==> config.mk <==
export PLATFORM = sky130hd
export DESIGN_NAME = fpnew_opgroup_ordered_merge
export DESIGN_NICKNAME = d
export VERILOG_FILES = /design/src/rtl/fpnew_opgroup_ordered_merge.sv
export SDC_FILE = /design/constraint.sdc
export NUM_CORES = 1
export LEC_CHECK = 0
export BUFFER_PORTS_ARGS = -buffer_cell sky130_fd_sc_hd__clkbuf_2
export CORE_MARGIN = 5
export CORE_UTILIZATION = 36
export CTS_CLUSTER_DIAMETER = 80
export DETAILED_ROUTE_END_ITERATION = 7
export PLACE_DENSITY = 0.9
export SETUP_SLACK_MARGIN = 0.05
export SKIP_LAST_GASP = 1
export SLEW_MARGIN = 30
export SYNTH_ARGS = -nofsm -noshare
export SYNTH_HDL_FRONTEND = slang
export SYNTH_SLANG_ARGS = --single-unit
==> constraint.sdc <==
create_clock -name clk_i -period 3.2 [get_ports clk_i]
set_clock_uncertainty 0.1 [all_clocks]
set_input_delay 0.64 -clock clk_i [delete_from_list [all_inputs] [get_ports clk_i]]
set_output_delay 0.64 -clock clk_i [all_outputs]
set_load 0.01 [all_outputs]
==> src/rtl/fpnew_opgroup_ordered_merge.sv <==
// Purpose : issue/retire stage for an FP operation group. Steers each accepted op to one
//           slice, remembers the slice index in an order FIFO and merges slice results into
//           one stream (issue order when InOrder=1, lowest-index-first when InOrder=0).
// Latency : 0 cycles on both issue and retire paths (pure combinational steering/muxing).
// Backpressure: issue stalls when Depth ops are outstanding or the target slice is not ready.
//           Retire stalls on out_ready_i. In order mode, results from non-head slices are
//           held off via ch_out_ready_o.
// Ports   : clk_i/rst_ni (async active-low), flush_i clears all tracking state;
//           issue_* is the op input, ch_in_* goes to the slices, ch_out_*/ch_result_i/
//           ch_status_i/ch_ext_bit_i/ch_tag_i come back from the slices, result_o/status_o/
//           extension_bit_o/tag_o/out_valid_o/out_ready_i form the merged output stream,
//           outstanding_o/busy_o report in-flight ops.
module fpnew_opgroup_ordered_merge #(
  parameter int unsigned NumChannels = 5,
  parameter int unsigned Depth       = 8,
  parameter int unsigned Width       = 32,
  parameter bit          InOrder     = 1'b1,
  parameter type         TagType     = logic,
  localparam int unsigned CW = $clog2(NumChannels),
  localparam int unsigned OW = $clog2(Depth + 1)
) (
  input  logic                                 clk_i,
  input  logic                                 rst_ni,
  input  logic                                 flush_i,
  input  logic                                 issue_valid_i,
  input  logic [CW-1:0]                        issue_ch_i,
  output logic                                 issue_ready_o,
  output logic [NumChannels-1:0]               ch_in_valid_o,
  input  logic [NumChannels-1:0]               ch_in_ready_i,
  input  logic [NumChannels-1:0]               ch_out_valid_i,
  output logic [NumChannels-1:0]               ch_out_ready_o,
  input  logic [NumChannels-1:0][Width-1:0]    ch_result_i,
  input  logic [NumChannels-1:0][4:0]          ch_status_i,
  input  logic [NumChannels-1:0]               ch_ext_bit_i,
  input  TagType [NumChannels-1:0]             ch_tag_i,
  output logic [Width-1:0]                     result_o,
  output logic [4:0]                           status_o,
  output logic                                 extension_bit_o,
  output TagType                               tag_o,
  output logic                                 out_valid_o,
  input  logic                                 out_ready_i,
  output logic [OW-1:0]                        outstanding_o,
  output logic                                 busy_o
);

  localparam int unsigned PW = $clog2(Depth);

  logic [CW-1:0] order_q [Depth];
  logic [PW-1:0] wr_ptr_q, rd_ptr_q;
  logic [OW-1:0] count_q;

  logic          run;        // handshakes only while out of reset and not flushing
  logic          empty, full;
  logic          ch_ok, issue_ok, sel_in_rdy;
  logic          push, pop;
  logic [CW-1:0] head, sel;
  logic          sel_vld;

  assign run   = rst_ni & ~flush_i;
  assign empty = (count_q == '0);
  assign full  = (count_q == OW'(Depth));

  // ---------------- issue side ----------------
  assign ch_ok    = (32'(issue_ch_i) < NumChannels);
  // full uses the registered count: a same-cycle retire does not free a slot
  assign issue_ok = issue_valid_i & run & ~full & ch_ok;

  always_comb begin
    ch_in_valid_o = '0;
    sel_in_rdy    = 1'b0;
    for (int c = 0; c < int'(NumChannels); c++) begin
      if (issue_ch_i == CW'(c)) begin
        ch_in_valid_o[c] = issue_ok;
        sel_in_rdy       = ch_in_ready_i[c];
      end
    end
  end

  assign issue_ready_o = issue_ok & sel_in_rdy;
  assign push          = issue_ready_o;

  // ---------------- retire side ----------------
  assign head = order_q[rd_ptr_q];

  always_comb begin
    sel     = '0;
    sel_vld = 1'b0;
    if (InOrder) begin
      sel = head;
      for (int c = 0; c < int'(NumChannels); c++) begin
        if (head == CW'(c)) sel_vld = ch_out_valid_i[c];
      end
    end else begin
      // descending scan so the lowest valid index wins
      for (int c = int'(NumChannels) - 1; c >= 0; c--) begin
        if (ch_out_valid_i[c]) begin
          sel     = CW'(c);
          sel_vld = 1'b1;
        end
      end
    end
  end

  // empty also gates priority mode: no result may retire without a tracked op
  assign out_valid_o = run & ~empty & sel_vld;
  assign pop         = out_valid_o & out_ready_i;

  always_comb begin
    ch_out_ready_o  = '0;
    result_o        = '0;
    status_o        = '0;
    extension_bit_o = 1'b0;
    tag_o           = '0;
    for (int c = 0; c < int'(NumChannels); c++) begin
      if (sel == CW'(c)) begin
        // in order mode the head slice is offered ready even before its result is valid
        ch_out_ready_o[c] = run & ~empty & out_ready_i & (InOrder ? 1'b1 : sel_vld);
        if (out_valid_o) begin
          result_o        = ch_result_i[c];
          status_o        = ch_status_i[c];
          extension_bit_o = ch_ext_bit_i[c];
          tag_o           = ch_tag_i[c];
        end
      end
    end
  end

  // ---------------- order FIFO ----------------
  always_ff @(posedge clk_i) begin
    if (push) order_q[wr_ptr_q] <= issue_ch_i;
  end

  always_ff @(posedge clk_i or negedge rst_ni) begin
    if (!rst_ni) begin
      wr_ptr_q <= '0;
      rd_ptr_q <= '0;
      count_q  <= '0;
    end else if (flush_i) begin
      wr_ptr_q <= '0;
      rd_ptr_q <= '0;
      count_q  <= '0;
    end else begin
      if (push) wr_ptr_q <= wr_ptr_q + PW'(1);
      if (pop)  rd_ptr_q <= rd_ptr_q + PW'(1);
      if (push && !pop)      count_q <= count_q + OW'(1);
      else if (pop && !push) count_q <= count_q - OW'(1);
    end
  end

  assign outstanding_o = count_q;
  assign busy_o        = (count_q != '0);

  // ---------------- invariants ----------------
  a_no_pop_empty: assert property (@(posedge clk_i) disable iff (!rst_ni) pop |-> !empty);
  a_no_push_full: assert property (@(posedge clk_i) disable iff (!rst_ni) push |-> !full);
  if (InOrder) begin : g_onehot
    a_rdy_onehot: assert property (@(posedge clk_i) disable iff (!rst_ni) $onehot0(ch_out_ready_o));
  end

endmodule
## Word-level counts from Yosys, hierarchy flattened

Memories as Yosys holds them, arrays and structs flattened.
Cells that the tools add are included.

| operators by class | value |
|---|---|
| add/sub/neg operators | 4 |
| magnitude comparators | 1 |
| shift-type cells | 0 |
| reductions and logical operators | 11 |
| bitwise operators | 12 |
| muxes and demuxes | 69 |
| div/mod/pow operators | 0 |
| eq/ne operators | 9 |
| multipliers | 0 |

Operators with widths:

| cell | number |
|---|---|
| 2-to-1 mux 32 bit | 10 |
| 2-to-1 mux 5 bit | 10 |
| 2-to-1 mux 1 bit | 42 |
| == test 3 x 2 -> 1 bit (second input constant) | 4 |
| 2-to-1 mux 3 bit | 4 |
| 2-to-1 mux 4 bit | 3 |
| bitwise AND 1 bit | 9 |
| adder 3 x 1 -> 3 bit (second input constant) | 2 |
| == test 3 x 1 -> 1 bit (second input constant) | 2 |
| == test 3 bit (second input constant) | 2 |
| logical NOT 3 bit | 2 |
| adder 4 x 1 -> 4 bit (second input constant) | 1 |
| == test 4 bit (second input constant) | 1 |
| logical NOT 4 bit | 1 |
| nonzero test 2 bit | 2 |
| nonzero test 4 bit | 1 |
| subtractor 4 x 1 -> 4 bit (second input constant) | 1 |
| less-than comparator 3 bit (second input constant) | 1 |
| NOT 1 bit | 3 |
| nonzero test 3 bit | 1 |
| logical AND 1 bit | 2 |
| logical NOT 1 bit | 2 |

| storage, ports and cells | value |
|---|---|
| memories | 1 |
| output and inout port bits | 56 |
| input bits | 213 |
| memory bits (read-only) | 0 |
| bits in writable memories | 24 |
| word-level logic and storage cells | 110 |
| latch bits | 0 |
| flip-flop bits (word level) | 10 |

Memories:

| name | words | bits a word | read ports | clocked after memory_dff | wr ports | RTL line | RTL |
|---|---|---|---|---|---|---|---|
| order_q | 8 | 3 | 1 | 0 | 1 | 48 | `logic [CW-1:0] order_q [Depth];` |

## Longest topological paths before layout

An unclocked memory read counts as a cell.

| depth | value |
|---|---|
| word-level depth | 18 |
| gate-level depth with buffers | 13 |
| mapped depth without buffers | 12 |

## Worst setup path before layout

OpenSTA, ideal clock, no wires.

| timing | value |
|---|---|
| kind | reg2reg |
| start | register count_q[1], in the netlist outstanding_o[1] |
| end | register count_q[3], in the netlist outstanding_o[3] |
| data required time | 2962 ps |
| arrival time | 3290 ps |
| cell stages (with the launch flop) | 13 |
| slack | -328 ps |
| cells stage by stage | dfrtp_1 > or4_4 > and3_1 > nand2_1 > nor3_2 > nor3_4 > nand2_1 > ha_1 > a21o_1 > a21oi_1 > nor2_1 > and3_1 > or4_1 |

| on the way | value |
|---|---|
| cells in the longest elaborated chain, start to end | 9 |
| elaborated cells on any way between the ends | 20 |
| classes of those cells | 2 x add/sub; 1 x eq/ne; 3 x mux; 8 x bitwise; 6 x reduce/logical |

Ends and longest elaborated chain:

| item | RTL line | RTL |
|---|---|---|
| start: declaration | 50 | `logic [OW-1:0] count_q;` |
| start signal: assignment | 145 | `if (push && !pop) count_q <= count_q + OW'(1);` |
| start signal: assignment | 146 | `else if (pop && !push) count_q <= count_q - OW'(1);` |
| logical NOT 4 bit | 60 | `assign empty = (count_q == '0);` |
| NOT 1 bit | 105 | `assign out_valid_o = run & ~empty & sel_vld;` |
| bitwise AND 1 bit (2 in series) | 105 |  |
| bitwise AND 1 bit | 106 | `assign pop = out_valid_o & out_ready_i;` |
| logical NOT 1 bit | 145 |  |
| logical AND 1 bit | 145 |  |
| 2-to-1 mux 4 bit | 145 |  |
| 2-to-1 mux 4 bit | 138 | `end else if (flush_i) begin` |

Parallel ways exist; a longest one is shown, timed or not. The select of a mux whose other input is x is not followed.
A chain may end at the register's enable or synchronous reset.

## Final worst setup path

| timing | value |
|---|---|
| start | register rd_ptr_q[0] |
| end | output result_o[8] |

| on the way | value |
|---|---|
| cells in the longest elaborated chain, start to end | 18 |
| elaborated cells on any way between the ends | 22 |
| classes of those cells | 4 x eq/ne; 15 x mux; 1 x bitwise; 1 x reduce/logical; 1 x memory |

Ends and longest elaborated chain:

| item | RTL line | RTL |
|---|---|---|
| start: declaration | 49 | `logic [PW-1:0] wr_ptr_q, rd_ptr_q;` |
| start signal: assignment | 144 | `if (pop) rd_ptr_q <= rd_ptr_q + PW'(1);` |
| memory read (8 x 3 bit) * | n/a |  |
| logical NOT 3 bit | 91, 115 |  |
| 2-to-1 mux 1 bit (5 in series) | 91 | `if (head == CW'(c)) sel_vld = ch_out_valid_i[c];` |
| bitwise AND 1 bit | 105 |  |
| 2-to-1 mux 32 bit | 118 | `if (out_valid_o) begin` |
| 2-to-1 mux 32 bit | 115 | `if (sel == CW'(c)) begin` |
| 2-to-1 mux 32 bit | 118 |  |
| 2-to-1 mux 32 bit | 115 |  |
| 2-to-1 mux 32 bit | 118 |  |
| 2-to-1 mux 32 bit | 115 |  |
| 2-to-1 mux 32 bit | 118 |  |
| 2-to-1 mux 32 bit | 115 |  |
| 2-to-1 mux 32 bit | 118 |  |
| 2-to-1 mux 32 bit * | 115 |  |
| end: declaration | 36 | `output logic [Width-1:0] result_o,` |

Every way passes the cells marked *; elsewhere a longest branch is shown, timed or not.

==> run_results.csv <==
group,metric,value,unit
synth,synth_ff_type,"edfxtp_1",
critical_path,r2r-start,"rd_ptr_q[0]$_DFFE_PN0P_",
synth,synth_edf_count,24,
synth,ys_seq_area_share,29.2,%
global_routing,grt_usage,26.2,%
floorplanning,core,0.00911,mm^2
synth,syn_nets,569,
placed_design,placed_cells_incl_taps,745,
finish,instances_no_fill,775,
synth,synth-seq-cells,34,
critical_path,worst-path-max-fanout,21,
timing,fin_crit_sh,109,%
placed_design,gp_congestion,0.968,
timing,worst_pin_slew,0.565,ns
synth,syn_avg_cell_area,9.47,um^2
route,vias,4436,
floorplanning,die_x,106,um
finish,layout-drive-gt1-share,58.4,%
finish,multi_input_area,0.00232,mm^2
flow_run,maxCapViolations,0,
global_routing,grt_max_degree,30,
critical_path,cp-start-kind,"register",
global_routing,grt_pass1_vias,4500,
clock_network,clk_path_buf_depth,2,
floorplanning,ios,269,
critical_path,timing.rr.end,"outstanding_o[3]$_DFFE_PN0P_",
timing,fin_crit,3.47,ns
finish,syn_to_final_growth,69.0,%
floorplanning,initial_core_util,36.5,%
timing,fmax,288,MHz
synth,async_flop_share,29.4,%
critical_path,critPathKind,"register to output port",
critical_path,cp_slowest_cell,"mux4_2",
outcome,violations,"DRC, setup timing",
critical_path,ff2ff_setup_slack,-0.25,ns
finish,nFillCells,742,
global_routing,grt_pass1_wl,23.4,mm
power,p_leak,0.00277,uW
route,dr.first_iter.drc_count,436,
synth,netlist_instances,351,
global_routing,globalRouteOverflowTotal,0,
power,ir_drop,0.255,mV
critical_path,r2r_cells,14,
critical_path,slowest_delay,0.57,ns
timing,slew_headroom,62.2,%
power,p_total,1180,uW
global_routing,antenna_found_initial,1,
critical_path,critPathCaptureType,"output port",
route,drc,3,
route,routed_via_density,5.72,
clock_network,clock_sink_count,34,
worst_hold_path,hold_path_class,"input pin to async pin",
timing,setup_viol,41,
timing,grt_setup_unrepaired,"yes",
floorplanning,die_y,106,um
synth,syn_area,0.00332,mm^2
timing,whs,0.180,ns
route,avgRoutedWirePerCell,20.8,um
critical_path,crit_chain,"mux4_2 > buf_6 > mux2_4 > a21oi_2 > a31oi_1 > or2_4 > buf_12 > nor2_2 > clkbuf_2",
clock_network,cts.clk_slew.worst_paths,0.06,ns
timing,hold_viol_final,0,
finish,register_area,973,um^2
timing,drv_slew,0,
clock_network,ctsRootBufferMaster,"clkbuf_8",
finish,antenna_cells,0,
route,totalWireLength,16.2,mm
timing,fin_setup_tns,-8.68,ns
clock_network,cts_max_level,2,
route,drt-pass1-iter-count,8,
floorplanning,row_count,35,
power,power_density,210,mW/mm^2
floorplanning,die_area,0.0113,mm^2
clock_network,cts_tree,"built",
synth,yosysWarnings,0,
clock_network,worstSkewPairLatency,0.28,ns
route,antenna_left,0,
critical_path,crit_required,2.46,ns
placed_design,place.detailed.hpwl,12.6,mm
synth,synthDistinctLibCells,47,
finish,finalNetCount,881,
placed_design,io_buffers,268,
timing,timing.final.ws_setup,-0.273,ns
clock_network,numCtsBuffers,5,
critical_path,critical_path_arrival,2.73,ns
critical_path,startpoint,"rd_ptr_q[0]$_DFFE_PN0P_",
outcome,status,"finished, violations left",
==> logic make-up (layout without fill, tap and decap cells) <==
logic type / after synthesis / in the layout / synth area share, %
xor gates and xnor gates: 5 / 5 / 1.32
AOI/OAI and AO/OA: 95 / 95 / 25.6
buffers and inverters: 40 / 352 / 4.93
muxes: 59 / 59 / 20.3
DFF: 34 / 34 / 29.2
and+or+nand+nor: 113 / 114 / 16.6
adders and majority gates: 5 / 5 / 2.11
==> area by class of cell <==
type                            count  area share, %
Tap cell                          111           2.47
Inverter                            5          0.334
Sequential cell                    34           17.3
Clock buffer                        7           1.36
Timing Repair Buffer              339           36.7
Clock inverter                      1          0.535
Multi-Input combinational cell    278           41.3
==> worst max-delay path: cells and delay by family, from the launching register on <==
kind            cells  cell delay [ns]
compound gates      2             0.22
buf+inv             3             0.48
flops               1             0.45
mux                 2             0.88
simple gates        2             0.45
==> where the power goes <==
group          switching, uW  internal [uW]
combinational            143            186
sequential              2.27            475
clock                    139            233
total                    285            894
==> per-stage QoR <==
step	worst slack [ns]	instance area [um^2]	utilization, %
after global placement	-0.152	5120	56.2
after global routing	-0.444	5620	61.7
final	-0.273	5620	61.7
after CTS	-0.236	5430	59.6
after floorplan	-0.239	3340	-
after detailed placement	-0.301	5120	56.2
==> cells in the final DEF, fill, tap and decap left out, types with 3 or more instances in the layout <==
cell,synthesis,routed
o21ai_0,3,3
xor2_1,4,4
nor3_1,9,6
and3_1,3,3
buf_6,1,11
buf_2,5,7
mux4_2,5,5
buf_4,0,51
mux2i_1,49,48
nor2_2,0,4
nor2_1,56,48
nand3_1,4,4
clkbuf_2,0,260
nor2_4,0,5
buf_12,0,5
edfxtp_1,24,24
nand2_1,15,14
a222oi_1,39,39
nand2b_1,7,7
clkbuf_16,0,3
o2bb2ai_1,39,39
clkbuf_8,0,5
nor3b_1,4,4
dfrtp_1,10,8
nor3_2,1,3
a21oi_2,2,4
inv_1,5,4
ha_1,4,3
==> how the worst max path moves through the flow <==
stage,slack [ns],end,cells after the start
finish,-0.27,result_o[8],9
global route,-0.44,outstanding_o[3]$_DFFE_PN0P_,14
CTS,-0.24,outstanding_o[3]$_DFFE_PN0P_,12
detailed placement,-0.30,outstanding_o[3]$_DFFE_PN0P_,12
global placement,-0.15,outstanding_o[3]$_DFFE_PN0P_,12
floorplan,-0.24,outstanding_o[3]$_DFFE_PN0P_,13
==> timing repair <==
item | in CTS | in global routing
pin swaps | 16 | 11
endpoints found under the setup margin | 41 | 44
buffers inserted | 10 | 7
hold buffers | 0 | 0
cloned | 3 | 3
gates resized for setup | 29 | 19
==> registers in the layout (all words and copies together), names as in the netlist <==
register       cells
rd_ptr_q           3
order_q           24
wr_ptr_q           3
outstanding_o      4
==> layer usage <==
metal	part of all wire (%)	GRT usage [%]
met1	36	28.1
met2	52	47.8
met3	8.0	6.74
met4	4.3	12.4
met5	0.080	0
==> cells in the mapped netlist (2+ instances only) <==
library cell,n,area share [%]
o2bb2ai_1,39,10
nor3_1,9,1.4
or2_2,2,0.38
or3b_2,2,0.53
ha_1,4,1.5
nand2_1,15,1.7
nor2_1,56,6.3
a222oi_1,39,12
nand3_1,4,0.60
buf_1,3,0.34
xor2_1,4,1.1
edfxtp_1,24,22
and3_1,3,0.56
mux4_2,5,3.4
inv_1,5,0.56
mux2_2,3,1.0
nand2b_1,7,1.3
mux2i_1,49,15
dfrtp_1,10,7.5
a21oi_2,2,0.53
a21oi_1,4,0.60
nor3b_1,4,0.90
buf_2,5,0.75
o21ai_0,3,0.45
nand4_1,2,0.38
clkbuf_1,26,2.9
nor2b_1,2,0.38
Power figures use the tool's default switching activity.
